===== src/rtl/ref_window_fetch.sv =====
// Fetches the 15 integer-pixel rows of a reference window from row memory,
// assembles them into one wide buffer and holds it under valid/ready.
module ref_window_fetch #(
  parameter int NUM_PIXEL = 8,
  parameter int PIX_W     = 8,
  parameter int ADDR_W    = 16,
  parameter int MAX_OUT   = 4
) (
  input  logic                                           clk,
  input  logic                                           rst,
  input  logic                                           start,
  input  logic [ADDR_W-1:0]                              base_addr,
  input  logic [ADDR_W-1:0]                              stride,
  output logic                                           busy,
  output logic                                           mem_rd_en,
  output logic [ADDR_W-1:0]                              mem_addr,
  input  logic                                           mem_rd_valid,
  input  logic [(NUM_PIXEL+7)*PIX_W-1:0]                 mem_rd_data,
  output logic                                           out_valid,
  input  logic                                           out_ready,
  output logic [(NUM_PIXEL+7)*(NUM_PIXEL+7)*PIX_W-1:0]   out_buffer,
  output logic                                           err
);

  localparam int WIN   = NUM_PIXEL + 7;
  localparam int ROW_W = WIN * PIX_W;
  localparam int CNT_W = 4;
  localparam logic [CNT_W-1:0] LAST_ROW  = CNT_W'(WIN);
  localparam logic [CNT_W-1:0] MAX_OUT_C = CNT_W'(MAX_OUT);

  typedef enum logic [1:0] {IDLE, FETCH, HOLD} state_t;

  state_t             state;
  state_t             state_nxt;
  logic [CNT_W-1:0]   req_cnt;
  logic [CNT_W-1:0]   rcv_cnt;
  logic [CNT_W-1:0]   rcv_nxt;
  logic [CNT_W-1:0]   in_flight;
  logic [ADDR_W-1:0]  next_addr;
  logic [ADDR_W-1:0]  stride_q;
  logic               rtn_ok;
  logic               drop_err;
  logic               issue;

  always_ff @(posedge clk) begin
    if (rst) state <= IDLE;
    else     state <= state_nxt;
  end

  // A return is accepted only while something is outstanding in FETCH; the
  // throttle sees this cycle's return already retired.
  always_comb begin
    rtn_ok   = 1'b0;
    drop_err = 1'b0;
    if (mem_rd_valid) begin
      if (state == FETCH) begin
        if (rcv_cnt != req_cnt) rtn_ok   = 1'b1;
        else                    drop_err = 1'b1;
      end else if (state == HOLD) begin
        drop_err = 1'b1;
      end
    end
    rcv_nxt   = rcv_cnt + {{(CNT_W-1){1'b0}}, rtn_ok};
    in_flight = req_cnt - rcv_nxt;
    issue     = (state == FETCH) && (req_cnt < LAST_ROW) && (in_flight < MAX_OUT_C);

    state_nxt = state;
    case (state)
      IDLE:    if (start)                state_nxt = FETCH;
      FETCH:   if (rcv_nxt == LAST_ROW)  state_nxt = HOLD;
      HOLD:    if (out_ready)            state_nxt = IDLE;
      default:                           state_nxt = IDLE;
    endcase
  end

  always_ff @(posedge clk) begin
    if (rst) begin
      mem_rd_en  <= 1'b0;
      mem_addr   <= '0;
      req_cnt    <= '0;
      rcv_cnt    <= '0;
      err        <= 1'b0;
      out_buffer <= '0;
    end else begin
      mem_rd_en <= issue;
      if (state == IDLE && start) begin
        req_cnt <= '0;
        rcv_cnt <= '0;
        err     <= 1'b0;
      end
      if (issue) begin
        mem_addr <= next_addr;
        req_cnt  <= req_cnt + 1'b1;
      end
      if (rtn_ok) begin
        rcv_cnt <= rcv_nxt;
        for (int r = 0; r < WIN; r++) begin
          if (rcv_cnt == CNT_W'(r)) out_buffer[r*ROW_W +: ROW_W] <= mem_rd_data;
        end
      end
      if (drop_err) err <= 1'b1;
    end
  end

  // Address generator; wraps modulo 2^ADDR_W by construction.
  always_ff @(posedge clk) begin
    if (state == IDLE && start) begin
      next_addr <= base_addr;
      stride_q  <= stride;
    end else if (issue) begin
      next_addr <= next_addr + stride_q;
    end
  end

  assign busy      = (state != IDLE);
  assign out_valid = (state == HOLD);

endmodule


===== config.mk =====
export PLATFORM = sky130hd
export DESIGN_NAME = ref_window_fetch
export DESIGN_NICKNAME = d
export VERILOG_FILES = /design/src/rtl/ref_window_fetch.sv
export SDC_FILE = /design/constraint.sdc
export NUM_CORES = 2
export LEC_CHECK = 0
export BUFFER_PORTS_ARGS = -buffer_cell sky130_fd_sc_hd__buf_4
export CAP_MARGIN = 20
export CORE_AREA = 2 2 769 771
export CTS_CLUSTER_DIAMETER = 200
export DETAILED_ROUTE_END_ITERATION = 8
export DIE_AREA = 0 0 771 773
export MAX_ROUTING_LAYER = met4
export SYNTH_ARGS = -nofsm -noshare
export SYNTH_HDL_FRONTEND = slang
export SYNTH_SLANG_ARGS = --single-unit
export TNS_END_PERCENT = 20

===== constraint.sdc =====
create_clock -name clk -period 3.3 [get_ports clk]
set_clock_uncertainty 0.2 [all_clocks]
set_input_delay 0.495 -clock clk [delete_from_list [all_inputs] [get_ports clk]]
set_output_delay 0.495 -clock clk [all_outputs]
set_load 0.005 [all_outputs]

==> Word level (Yosys, flattened, before mapping) <==
Cells that the tools add are included.
{ "totals": {"elab_cells": 93, "in_bits": 157, "out_inout_bits": 1820, "reg_bits": 1860} }
{ "classes": {"addsub": 4, "muxes": 18, "magnitude_cmp": 2, "reduce_logical": 25, "n_eq_ne": 21} }
{ "op_table": {"columns": ["cell", "n"], "rows": [
  ["4-bit equality test (second input constant)", 8],
  ["16-bit 2-to-1 mux", 2],
  ["2-bit AND reduction", 15],
  ["16-bit adder", 1],
  ["4-bit by 3-bit equality test with 1-bit output (second input constant)", 4],
  ["4-bit 2-to-1 mux", 3],
  ["1-bit 2-to-1 mux", 9],
  ["4-bit by 2-bit equality test with 1-bit output (second input constant)", 2],
  ["2-bit nonzero test", 4],
  ["2-bit 2-to-1 mux", 3],
  ["2-bit one-hot mux with 3 select lines", 1],
  ["4-bit by 1-bit adder with 4-bit output", 1],
  ["4-bit by 1-bit adder with 4-bit output (second input constant)", 1],
  ["4-bit by 1-bit equality test with 1-bit output (second input constant)", 1],
  ["4-bit zero test", 1],
  ["4-bit by 3-bit < comparator with 1-bit output (second input constant)", 1],
  ["4-bit < comparator (second input constant)", 1],
  ["2-bit by 1-bit inequality test with 1-bit output (second input constant)", 2],
  ["4-bit inequality test", 1],
  ["4-bit subtractor", 1],
  ["1-bit logical AND", 3],
  ["3-bit AND reduction", 1],
  ["2-bit by 1-bit equality test with 1-bit output (second input constant)", 1],
  ["2-bit equality test (second input constant)", 1],
  ["2 further kinds", 2]
]} }

==> Longest topological paths before layout <==
{ "logic_depth": {"ltp_word": 10, "depth_mapped": 17, "mapped_depth_nobuf": 14} }

==> Least setup slack after synthesis <==
No wires, ideal clock.
{ "synth_path": {"path_type": "register to register", "startpoint": "register req_cnt[3]", "endpoint": "register next_addr[0] (enable)", "arrival_ns": 2.970, "synth_period_minus_slack_ns": 3.545, "n_path_buf": 2, "required_time_ns": 2.725, "slack_ns": -0.245, "setup_time_ns": 0.375, "stages_incl_launch_ff": 16, "path_cell_list": "dfxtp_1 -> xnor2_1 -> nand4_1 -> nand3_1 -> buf_2 -> inv_2 -> ha_1 -> ha_1 -> xnor2_1 -> ha_1 -> xnor2_1 -> xnor3_1 -> o2bb2ai_1 -> and3_1 -> clkbuf_1 -> or2_1"} }
{ "synth_via": {"elab_chain_len": 9, "word_cells_on_any_way": 11, "cone_classes": "add/sub: 2; order compare: 2; eq/ne: 1; mux: 3; reduce/logical: 3"} }
{ "synth_lines": {"columns": ["element", "line", "source"], "rows": [
  ["start: declaration", "35", "logic [CNT_W-1:0] req_cnt;"],
  ["start signal: assignment", "93", "req_cnt <= req_cnt + 1'b1;"],
  ["4-bit inequality test", "57", "if (rcv_cnt != req_cnt) rtn_ok = 1'b1;"],
  ["1-bit 2-to-1 mux", "57", null],
  ["1-bit 2-to-1 mux", "56", "if (state == FETCH) begin"],
  ["1-bit 2-to-1 mux", "55", "if (mem_rd_valid) begin"],
  ["4-bit by 1-bit adder with 4-bit output", "63", "rcv_nxt = rcv_cnt + {{(CNT_W-1){1'b0}}, rtn_ok};"],
  ["4-bit subtractor", "64", "in_flight = req_cnt - rcv_nxt;"],
  ["4-bit by 3-bit < comparator with 1-bit output", "65", "issue = (state == FETCH) && (req_cnt < LAST_ROW) && (in_flight < MAX_OUT_C);"],
  ["1-bit logical AND (*)", "65", null],
  ["2-bit nonzero test (no line) (*)", null, null],
  ["end signal: assignment", "108", "next_addr <= base_addr;"],
  ["end signal: assignment", "111", "next_addr <= next_addr + stride_q;"],
  ["end: declaration", "39", "logic [ADDR_W-1:0] next_addr;"]
]} }
Mark *: on every way between the ends. The rest lies on a longest branch, timed or not.
A chain may end at the register's enable or synchronous reset.

==> Worst setup path in the final report <==
{ "layout_path": {"startpoint": "register req_cnt[3]", "endpoint": "register next_addr[8] (enable)"} }
Same word-level chain as after synthesis.

==> results.yml <==
cts:
  cts-htree-levels: 4
  cts_buffers: 206
  clk_pin_slew_ns: 0.06
  clock_latency_ns: 0.91
  cts_tree: "done"
  clock_sinks: 1860
  clock_path_buffers: 4
  cts-root-buf: "clkbuf_16"
setup_path:
  slowest_delay_ns: 0.34
  crit_path_end_kind: "register"
  crit_start: "req_cnt[3]$_SDFFE_PP0P_"
  critPathKind: "reg -> reg"
  cpMostUsedCell: "xnor2_2"
  critical_path_buf_inv_count: 1
  worstPathRequired_ns: 3.75
  timing.rr.start: "req_cnt[3]$_SDFFE_PP0P_"
  worst_path_max_delay_cell: "dfxtp_1"
  cp_top_family: "simple AND/OR/NAND/NOR gates"
  arrival_ns: 3.64
  crit_path_max_fanout: 10
  startpoint_type: "register"
  cp_cell_sequence: "xnor2_2 -> nand4_1 -> nand3_2 -> inv_2 -> ha_1 -> ha_2 -> xnor2_2 -> ha_2 -> xnor2_2 -> xnor3_1 -> o2bb2ai_1 -> and3_2 -> or2_4"
synthesis:
  synthFlopType: "dfxtp_1"
  synthCells: 8263
  postSynth.asyncResetShare: 0
  synth-seq-cells: 1860
  synth_area_leaders: "dfxtp_1 (56%), nand2_1 (21%), a21oi_1 (14%)"
  synth_top_cell_by_area: "dfxtp_1"
  synth.avg_cell_area_um2: 7.90
  synth_area_um2: 65200
  synth_edf_count: 32
  netlist.area_leader.share: 0.561
  synth_fp_nets: 8442
  synth-seq-area-share: 0.576
  yosys_warnings: 0
  ys_types: 47
global_route:
  antenna_found_initial: 80
  overflow: 0
  grt_usage: 0.126
  grt_pass1_wl_mm: 510
  first_global_vias: 60944
  grt_start_max_net_pins: 146
routing:
  wl_per_cell_um: 21.5
  wirelength_mm: 390
  vias_per_cell: 3.65
  drtAntennaViolNets: 0
  first_pass_iters: 6
  drc: 0
  drt_iter0_markers: 5413
  vias: 66054
floorplanning:
  die_x_um: 771
  die-area_um2: 596000
  rows: 282
  core-area_um2: 588000
  pin_count: 1977
  die_y_um: 773
  initial_utilization: 0.111
layout:
  final_util: 0.167
  num-fill-cells: 66046
  area_growth_pct: 50.3
  area.sequential_um2: 37600
  multi_input_area_um2: 24500
  drive_gt1_frac: 0.246
  nNetsFinal: 10241
placement:
  place_ws_ns: -0.0126
  place.gp.congestion: 0.806
  place_hpwl_mm: 283
  portBuffers: 1976
pwr:
  vdd.ir_drop.worst_v: 0.000475
  power.density_nw_per_um2: 514
  p_leak_nw: 35.3
sta:
  hold_violations: 0
  slew_headroom: 0.274
  finalCritPeriodShare: 0.968
  max_clock_freq_mhz: 313
  finalSetupViolCount: 0
  max_slew.worst_pin.slew_ns: 1.09
  fin_setup_tns_ns: 0
  fin_ws_ns: 0.105
  whs_ns: 0.250
  maxSlewViolCount: 0
  fin_crit_ns: 3.19
  rsz0062_at_grt: "no"
flow_run:
  maxCapViolations: 0
status:
  status: "finished, final reports clean"
worst_hold_path:
  hp-class: "reg -> reg"
  min_from: "out_buffer[688]$_SDFFE_PP0P_"
report_power, final:
group          internal (mW)  switching, mW  leakage, nW
Clock                   14.0           10.3         3.48
Sequential              22.7          0.138         15.0
Combinational          0.906           2.26         16.8
Total                   37.6           12.7         35.3
Yosys cell counts (all sizes together) (6+ instances only):
library cell	instances
a21oi	1830
buf	296
clkbuf	432
dfxtp	1828
edfxtp	32
ha	21
inv	10
mux2i	17
nand2	3623
nand2b	10
nand3	8
nor2	41
nor2b	6
nor3	12
nor4	6
o21ai	21
or3	9
xnor2	14
xor2	8
sequential cells by signal, indices dropped and copies added, names as in the netlist:
register and flops:
stride_q 16, out_buffer 1800, state 2, next_addr 16
mem_addr 16, err 1, mem_rd_en 1, rcv_cnt 4
req_cnt 4
worst min-delay path: cells and delay by family, from the launching register on:
kind | cells | cell delay (ns)
DFF | 1 | 0.31
and+or+nand+nor | 1 | 0.05
AOI/OAI and AO/OA | 1 | 0.05
routing by layer:
layer,track usage,part of all wire,vias to the layer above
li1,-,-,30149
met1,0.142,0.38,31179
met2,0.193,0.44,3709
met3,0.0339,0.094,1017
met4,0.0906,0.084,0
met5,-,0,-
area by class of cell:
type | instances | share of cell area
Timing Repair Buffer | 2318 | 0.192
Clock inverter | 73 | 0.0105
Inverter | 10 | 0.000383
Clock buffer | 304 | 0.0622
Sequential cell | 1860 | 0.383
Antenna cell | 76 | 0.00194
Multi-Input combinational cell | 5666 | 0.250
Tap cell | 7810 | 0.0997
path summary, 6_finish.rpt:
| kind | slack (ns) | end | cells after the start |
|---|---|---|---|
| max | 0.11 | next_addr[8]$_DFFE_PP_ | 13 |
| max reg2reg | 0.11 | next_addr[8]$_DFFE_PP_ | 13 |
| min | 0.25 | out_buffer[688]$_SDFFE_PP0P_ | 2 |
| min reg2reg | 0.25 | out_buffer[688]$_SDFFE_PP0P_ | 2 |
timing repair:
action / in CTS / in global routing
pin swaps: 0 / 5
endpoints found under the hold margin: 1827 / 0
hold buffers: 176 / 0
cloned: 0 / 1
setup endpoints to repair: 24 / 36
resized for setup: 3 / 5
buffers inserted: 0 / 1
cell usage in the layout, fill, tap and decap left out, types with 4 or more instances in the layout:
cell type	netlist	routed
nand2_1	3623	3623
buf_4	63	2065
a21oi_1	1830	1829
dfxtp_1	1828	1828
clkbuf_16	0	207
dlygate4sd3_1	0	176
diode_2	0	76
buf_12	0	76
clkbuf_8	0	55
clkbuf_1	432	42
nor2_1	41	41
edfxtp_1	32	32
clkinv_2	0	29
ha_1	21	19
mux2i_1	17	17
bufinv_16	0	14
o21ai_0	13	13
xnor2_1	14	11
nand2b_1	10	10
inv_1	9	9
clkinvlp_4	0	9
xor2_1	8	8
o21ai_1	8	8
or3_4	0	8
clkinv_16	0	8
nor3_4	0	7
nand3_1	8	6
nor2b_1	6	6
nor4_4	0	6
inv_6	0	5
nor3_1	5	4
nand4_1	4	4
kinds of logic after synthesis:
logic type,after synthesis,synth area share
buffers and inverters,738,0.0514
multiplexers,17,0.00261
XOR/XNOR,23,0.00330
adder cells (fa/ha/maj),22,0.00433
AO/OA/AOI/OAI,1867,0.144
flip-flops,1860,0.576
AND/OR/NAND/NOR,3736,0.219
through the flow:
stage | total power [mW] | area, µm² | instances
2_1_floorplan | 24.5 | 65200 | 8263
3_3_place_gp | 26.2 | 88900 | 17486
3_5_place_dp | 26.2 | 88900 | 17486
4_1_cts | 50.9 | 97800 | 18039
5_1_grt | 52.0 | 97900 | 18066
6_report | 50.3 | 98000 | 18117
Note: power is estimated with default switching activity, not from simulation.
